===== config.mk =====
export PLATFORM = sky130hd
export DESIGN_NAME = game_turn_sequencer
export DESIGN_NICKNAME = d
export VERILOG_FILES = /design/src/rtl/game_pkg.sv /design/src/rtl/turn_watchdog.sv /design/src/rtl/game_turn_sequencer.sv
export SDC_FILE = /design/constraint.sdc
export NUM_CORES = 1
export LEC_CHECK = 0
export BUFFER_PORTS_ARGS = -buffer_cell sky130_fd_sc_hd__clkbuf_2
export CORE_UTILIZATION = 50
export CTS_CLUSTER_DIAMETER = 100
export DETAILED_ROUTE_END_ITERATION = 10
export PLACE_DENSITY = 0.69
export SLEW_MARGIN = 0
export SYNTH_ARGS = -nofsm -noshare
export SYNTH_HDL_FRONTEND = slang
export SYNTH_SLANG_ARGS = --single-unit

===== constraint.sdc =====
create_clock -name clk -period 7.6 [get_ports clk]
set_clock_uncertainty 0.15 [all_clocks]
set_input_delay 0 -clock clk [delete_from_list [all_inputs] [get_ports clk]]
set_output_delay 0 -clock clk [all_outputs]
set_load 0.02 [all_outputs]

===== src/rtl/game_pkg.sv =====
// Shared types, board constants and tile helpers for the turn sequencer.
package game_pkg;

  localparam int unsigned NUM_TILES  = 10;
  localparam int unsigned TILE_X0    = 20;
  localparam int unsigned TILE_PITCH = 60;
  localparam int unsigned TILE_W     = 4;
  localparam int unsigned SUM_W      = TILE_W + 1;
  localparam int unsigned X_W        = 10;
  localparam int unsigned DICE_W     = 3;

  // One bit per tile index; set bits are question-box tiles (2, 4, 6, 8).
  localparam logic [15:0] BONUS_TILE_MASK = 16'h0154;

  typedef enum logic [2:0] {
    WAIT_DICE,
    MOVE,
    WAIT_DONE,
    BONUS,
    FINISH
  } turn_state_t;

  // Screen x coordinate of a tile centre.
  function automatic logic [X_W-1:0] tile_to_x(input logic [TILE_W-1:0] tile);
    return X_W'(TILE_X0) + X_W'(tile) * X_W'(TILE_PITCH);
  endfunction

  function automatic logic is_bonus_tile(input logic [TILE_W-1:0] tile);
    return BONUS_TILE_MASK[tile];
  endfunction

  // Advance a tile index, stopping on the finish tile instead of overshooting.
  function automatic logic [TILE_W-1:0] clamp_add(input logic [TILE_W-1:0] tile,
                                                  input logic [DICE_W-1:0] inc);
    logic [SUM_W-1:0] sum;
    sum = SUM_W'(tile) + SUM_W'(inc);
    if (sum > SUM_W'(NUM_TILES - 1)) sum = SUM_W'(NUM_TILES - 1);
    return sum[TILE_W-1:0];
  endfunction

endpackage


===== src/rtl/turn_watchdog.sv =====
// Cycle counter bounding how long a turn may wait for the renderer.
module turn_watchdog #(
  parameter int unsigned TURN_TIMEOUT = 50_000_000
) (
  input  logic clk,
  input  logic rst,
  input  logic clr_i,
  input  logic en_i,
  output logic expire_c
);

  localparam int unsigned CNT_W = (TURN_TIMEOUT > 1) ? $clog2(TURN_TIMEOUT) : 1;

  logic [CNT_W-1:0] cnt_q;

  // Count while enabled; clear wins so every wait starts from zero.
  always_ff @(posedge clk) begin
    if (rst || clr_i) begin
      cnt_q <= '0;
    end else if (en_i) begin
      cnt_q <= cnt_q + CNT_W'(1);
    end
  end

  assign expire_c = en_i && (cnt_q == CNT_W'(TURN_TIMEOUT - 1));

endmodule


===== src/rtl/game_turn_sequencer.sv =====
// Two-player board game turn controller feeding the UI game renderer.
module game_turn_sequencer
  import game_pkg::*;
#(
  parameter int unsigned TURN_TIMEOUT = 50_000_000,
  parameter bit          BONUS_EN     = 1'b1
) (
  input  logic              clk,
  input  logic              rst,
  input  logic              dice_valid,
  input  logic [DICE_W-1:0] dice_value,
  output logic              dice_ready,
  input  logic              game_restart,
  input  logic              turn_done,
  output logic [X_W-1:0]    player1_pos_x,
  output logic [X_W-1:0]    player2_pos_x,
  output logic              pos_valid,
  output logic              active_player,
  output logic              winner_valid,
  output logic              winner_id,
  output logic              timeout_flag
);

  turn_state_t       state_q;
  logic [TILE_W-1:0] p1_tile_q, p2_tile_q;
  logic [X_W-1:0]    p1_x_q, p2_x_q;
  logic              active_q, bonus_taken_q, pos_valid_q, dice_ready_q;
  logic              winner_valid_q, winner_id_q, timeout_q;

  logic [TILE_W-1:0] cur_tile_c, upd_tile_c;
  logic              dice_legal_c, wd_en_c, wd_expire_c, wd_clr_c, wait_exit_c;

  // Active player's tile and the tile it moves to on a roll or a bonus step.
  always_comb begin
    cur_tile_c   = active_q ? p2_tile_q : p1_tile_q;
    dice_legal_c = (dice_value != DICE_W'(0)) && (dice_value != DICE_W'(7));
    upd_tile_c   = (state_q == WAIT_DICE) ? clamp_add(cur_tile_c, dice_value)
                                          : clamp_add(cur_tile_c, DICE_W'(1));
    wd_en_c      = (state_q == WAIT_DONE);
    wait_exit_c  = wd_en_c && (turn_done || wd_expire_c);
    wd_clr_c     = !wd_en_c || wait_exit_c || game_restart;
  end

  turn_watchdog #(
    .TURN_TIMEOUT(TURN_TIMEOUT)
  ) u_watchdog (
    .clk     (clk),
    .rst     (rst),
    .clr_i   (wd_clr_c),
    .en_i    (wd_en_c),
    .expire_c(wd_expire_c)
  );

  // Turn FSM; position registers move on the edge entering MOVE/BONUS so the
  // pulse and the new coordinate are visible together during that state.
  always_ff @(posedge clk) begin
    if (rst || game_restart) begin
      state_q        <= WAIT_DICE;
      p1_tile_q      <= '0;
      p2_tile_q      <= '0;
      p1_x_q         <= X_W'(TILE_X0);
      p2_x_q         <= X_W'(TILE_X0);
      active_q       <= 1'b0;
      bonus_taken_q  <= 1'b0;
      pos_valid_q    <= 1'b0;
      dice_ready_q   <= 1'b1;
      winner_valid_q <= 1'b0;
      winner_id_q    <= 1'b0;
      timeout_q      <= 1'b0;
    end else begin
      pos_valid_q <= 1'b0;
      case (state_q)
        WAIT_DICE: begin
          if (dice_valid && dice_legal_c) begin
            state_q      <= MOVE;
            dice_ready_q <= 1'b0;
            pos_valid_q  <= 1'b1;
            if (active_q) begin
              p2_tile_q <= upd_tile_c;
              p2_x_q    <= tile_to_x(upd_tile_c);
            end else begin
              p1_tile_q <= upd_tile_c;
              p1_x_q    <= tile_to_x(upd_tile_c);
            end
          end
        end
        MOVE: state_q <= WAIT_DONE;
        WAIT_DONE: begin
          if (wait_exit_c) begin
            if (wd_expire_c) timeout_q <= 1'b1;
            if (cur_tile_c == TILE_W'(NUM_TILES - 1)) begin
              state_q        <= FINISH;
              winner_valid_q <= 1'b1;
              winner_id_q    <= active_q;
            end else if (BONUS_EN && is_bonus_tile(cur_tile_c) && !bonus_taken_q) begin
              state_q       <= BONUS;
              bonus_taken_q <= 1'b1;
              pos_valid_q   <= 1'b1;
              if (active_q) begin
                p2_tile_q <= upd_tile_c;
                p2_x_q    <= tile_to_x(upd_tile_c);
              end else begin
                p1_tile_q <= upd_tile_c;
                p1_x_q    <= tile_to_x(upd_tile_c);
              end
            end else begin
              state_q       <= WAIT_DICE;
              active_q      <= ~active_q;
              bonus_taken_q <= 1'b0;
              dice_ready_q  <= 1'b1;
            end
          end
        end
        BONUS:   state_q <= WAIT_DONE;
        FINISH:  state_q <= FINISH;
        default: state_q <= WAIT_DICE;
      endcase
    end
  end

  assign player1_pos_x = p1_x_q;
  assign player2_pos_x = p2_x_q;
  assign pos_valid     = pos_valid_q;
  assign active_player = active_q;
  assign dice_ready    = dice_ready_q;
  assign winner_valid  = winner_valid_q;
  assign winner_id     = winner_id_q;
  assign timeout_flag  = timeout_q;

endmodule


==> flow_metrics.py <==
metrics = {
    "status": {
        "run_status": "completed",
    },
    "layout": {
        "postLayoutCellArea_mm2": 0.00388,
        "final_nets": 467,
        "multi_input_area_mm2": 0.00213,
        "diodes": 0,
        "layout.area.seq_mm2": 0.00116,
        "drive_gt1_share_pct": 13.5,
        "n_fill_cell": 641,
        "area_delta_synth_final_pct": 10.4,
    },
    "worst_hold_path": {
        "hold_path_class": "input pin to register",
        "hp-start": "dice_valid",
        "hold_end": "state_q[0]",
        "holdPathStages": 5,
    },
    "sta": {
        "clock.fmax_mhz": 170,
        "tns_ps": 0,
        "finalHoldViolations": 0,
        "post-route-min-period_ps": 5900,
        "maxSlewViolCount": 0,
        "setup_viol": 0,
        "rsz0062_at_grt": "no",
        "post-route-period-util_pct": 77.6,
        "max_slew_margin_pct": 35.0,
        "worstMarginPinSlew_ps": 972,
    },
    "synthesis": {
        "synth_edf_count": 0,
        "synthFlopType": "dfxtp_1",
        "yosysUniqueCellTypes": 60,
        "synth_top_area_share_pct": 33.0,
        "yosys_warnings": 0,
        "synth_area_leaders": "dfxtp_1 (33%), ha_1 (7.5%), nor2_1 (5.3%)",
        "yosysSeqAreaShare_pct": 33.0,
        "synth_area_mm2": 0.00352,
        "synth_most_common_cell": "dfxtp_1",
        "async_flop_share_pct": 0,
        "synth-seq-cells": 58,
        "synthCells": 405,
        "synth.avg_cell_area_um2": 8.68,
        "synth_area_leader_cell": "dfxtp_1",
        "synth_common_cells": "dfxtp_1 (58), nor2_1 (50), a21oi_1 (28)",
    },
    "flow_run": {
        "maxCapViolations": 0,
    },
    "floorplan": {
        "row_count": 30,
        "io_pins": 34,
        "die_x_um": 85.9,
        "die-area_mm2": 0.00737,
        "fp.coreArea_mm2": 0.00679,
        "start_util_pct": 51.7,
        "die_y_um": 85.9,
    },
    "grt": {
        "track_usage_pct": 21.5,
        "antenna_found_initial": 0,
        "grt_pass1_vias": 2712,
        "overflow": 0,
        "grt_pass1_wl_um": 12600,
        "grt_max_degree": 30,
    },
    "drt": {
        "drc_errors": 0,
        "wl_per_cell_um": 14.0,
        "via_per_inst": 5.50,
        "vias": 2932,
        "dr.pass1.iters": 4,
        "drt_iter0_drc": 157,
        "ant_nets": 0,
        "wirelength_um": 7440,
    },
    "critical_path": {
        "cp_data_arrival_time_ps": 5980,
        "crit_required_ps": 7680,
        "timing.rr.start": "active_player",
        "criticalPathCategory": "register to register",
        "worst-path-max-fanout": 29,
        "critPathLaunchType": "register",
        "critPathCaptureType": "register",
        "reg2regPathDepth": 21,
        "reg2reg_slack_ps": 1700,
        "setup.worst_path.start": "active_player",
        "timing.rr.end": "player2_pos_x[9]",
    },
    "place": {
        "portBuffers": 29,
        "gp_congestion": 0.856,
        "dpl_cell_area_mm2": 0.00367,
        "dpl.hpwl_um": 5510,
    },
    "clock_tree": {
        "clockBufferDepth": 2,
        "clock_latency_ps": 330,
        "cts_max_level": 3,
        "clk_pin_slew_ps": 70,
        "post-cts-setup-buffers": 0,
        "cts_tree": "yes",
        "cts-buffers-inserted": 9,
        "cts_root_buffer": "clkbuf_8",
        "clock-sinks": 58,
    },
    "pwr": {
        "peakVddDrop_mv": 0.226,
        "p_leak_nw": 1.48,
        "powerDensity_mw_per_mm2": 222,
    },
}
-- layer usage --
metal  track usage [%]  vias to the layer above  wire [um]
li1                  -                     1484          -
met1              30.1                     1371       3790
met2              33.2                       70       3250
met3              5.58                        7        348
met4              5.00                        0         53
met5                 0                        -          0
-- critical path, cell delays in order, from the launching register on --
cell,delay [ps]
dfxtp_1,360
buf_4,350
mux2i_2,160
inv_1,160
ha_1,210
inv_1,60
fa_1,510
nor2_1,50
a2111oi_0,460
o21ai_1,170
o21a_1,260
inv_1,150
fa_1,470
fa_1,540
inv_1,50
ha_1,260
a211oi_1,400
nor3b_1,100
nor3b_1,310
and4_1,230
o21ai_0,110
a311oi_1,270
-- worst max-delay path by stage --
stage | slack [ps] | depth (start not counted) | end
final | 1700 | 21 | player2_pos_x[9]
after global routing | 1270 | 20 | player2_pos_x[9]
after CTS | 1750 | 21 | player2_pos_x[9]
after detailed placement | 1780 | 21 | player2_pos_x[9]
after global placement | 2000 | 21 | player1_pos_x[9]
after floorplan | 2200 | 19 | player1_pos_x[9]
-- metrics by stage --
step | setup WS, ps | hold slack (ps) | cells | utilization (%) | total power [mW]
detailed placement | 1780 | 219 | 514 | 54.0 | 0.606
finish | 1700 | 25.0 | 533 | 57.1 | 0.863
CTS | 1750 | 10.4 | 533 | 57.1 | 0.868
global placement | 2000 | 214 | 514 | 54.0 | 0.603
floorplan | 2200 | 25.8 | 408 | - | 0.548
global route | 1270 | 57.5 | 533 | 57.1 | 0.923
-- repair_timing --
item | CTS | global route
hold buffers | 3 | 0
gates resized for setup | 0 | 0
endpoints found under the hold margin | 8 | 0
-- cells in the final DEF, fill, tap and decap left out, types with 16 or more instances in the layout --
cell      instances
dfxtp_1          58
nor2_1           50
clkbuf_2         29
a21oi_1          28
inv_1            27
ha_1             21
nand3_1          20
xor2_1           19
nor3_1           16
-- kinds of logic after synthesis --
logic type,synth area share [%]
flops,33.0
compound gates,16.1
xor+xnor,7.72
simple gates,22.8
buf+inv,6.73
fa+ha+maj,10.9
other cells,0.107
mux,2.60
-- layout make-up --
type / instances / area share [%]
Clock inverter: 2 / 0.258
Timing Repair Buffer: 33 / 4.71
Sequential cell: 58 / 29.9
Tap cell: 96 / 3.09
Multi-Input combinational cell: 302 / 54.9
Inverter: 28 / 2.71
Clock buffer: 14 / 4.45
-- flip-flops by register name (all words and copies together) (netlist names) --
name / flops
winner_valid: 1
winner_id: 1
u_watchdog.cnt_q: 26
state_q: 3
pos_valid: 1
timeout_flag: 1
p2_tile_q: 4
p1_tile_q: 4
player2_pos_x: 7
bonus_taken_q: 1
dice_ready: 1
active_player: 1
player1_pos_x: 7
-- power by group --
part / internal (mW) / total [mW] / switching [mW] / leakage (nW)
clock: 0.144 / 0.261 / 0.117 / 0.0965
combinational: 0.111 / 0.289 / 0.179 / 0.914
sequential: 0.309 / 0.313 / 0.00397 / 0.469
(Power assumes the default switching activity.)
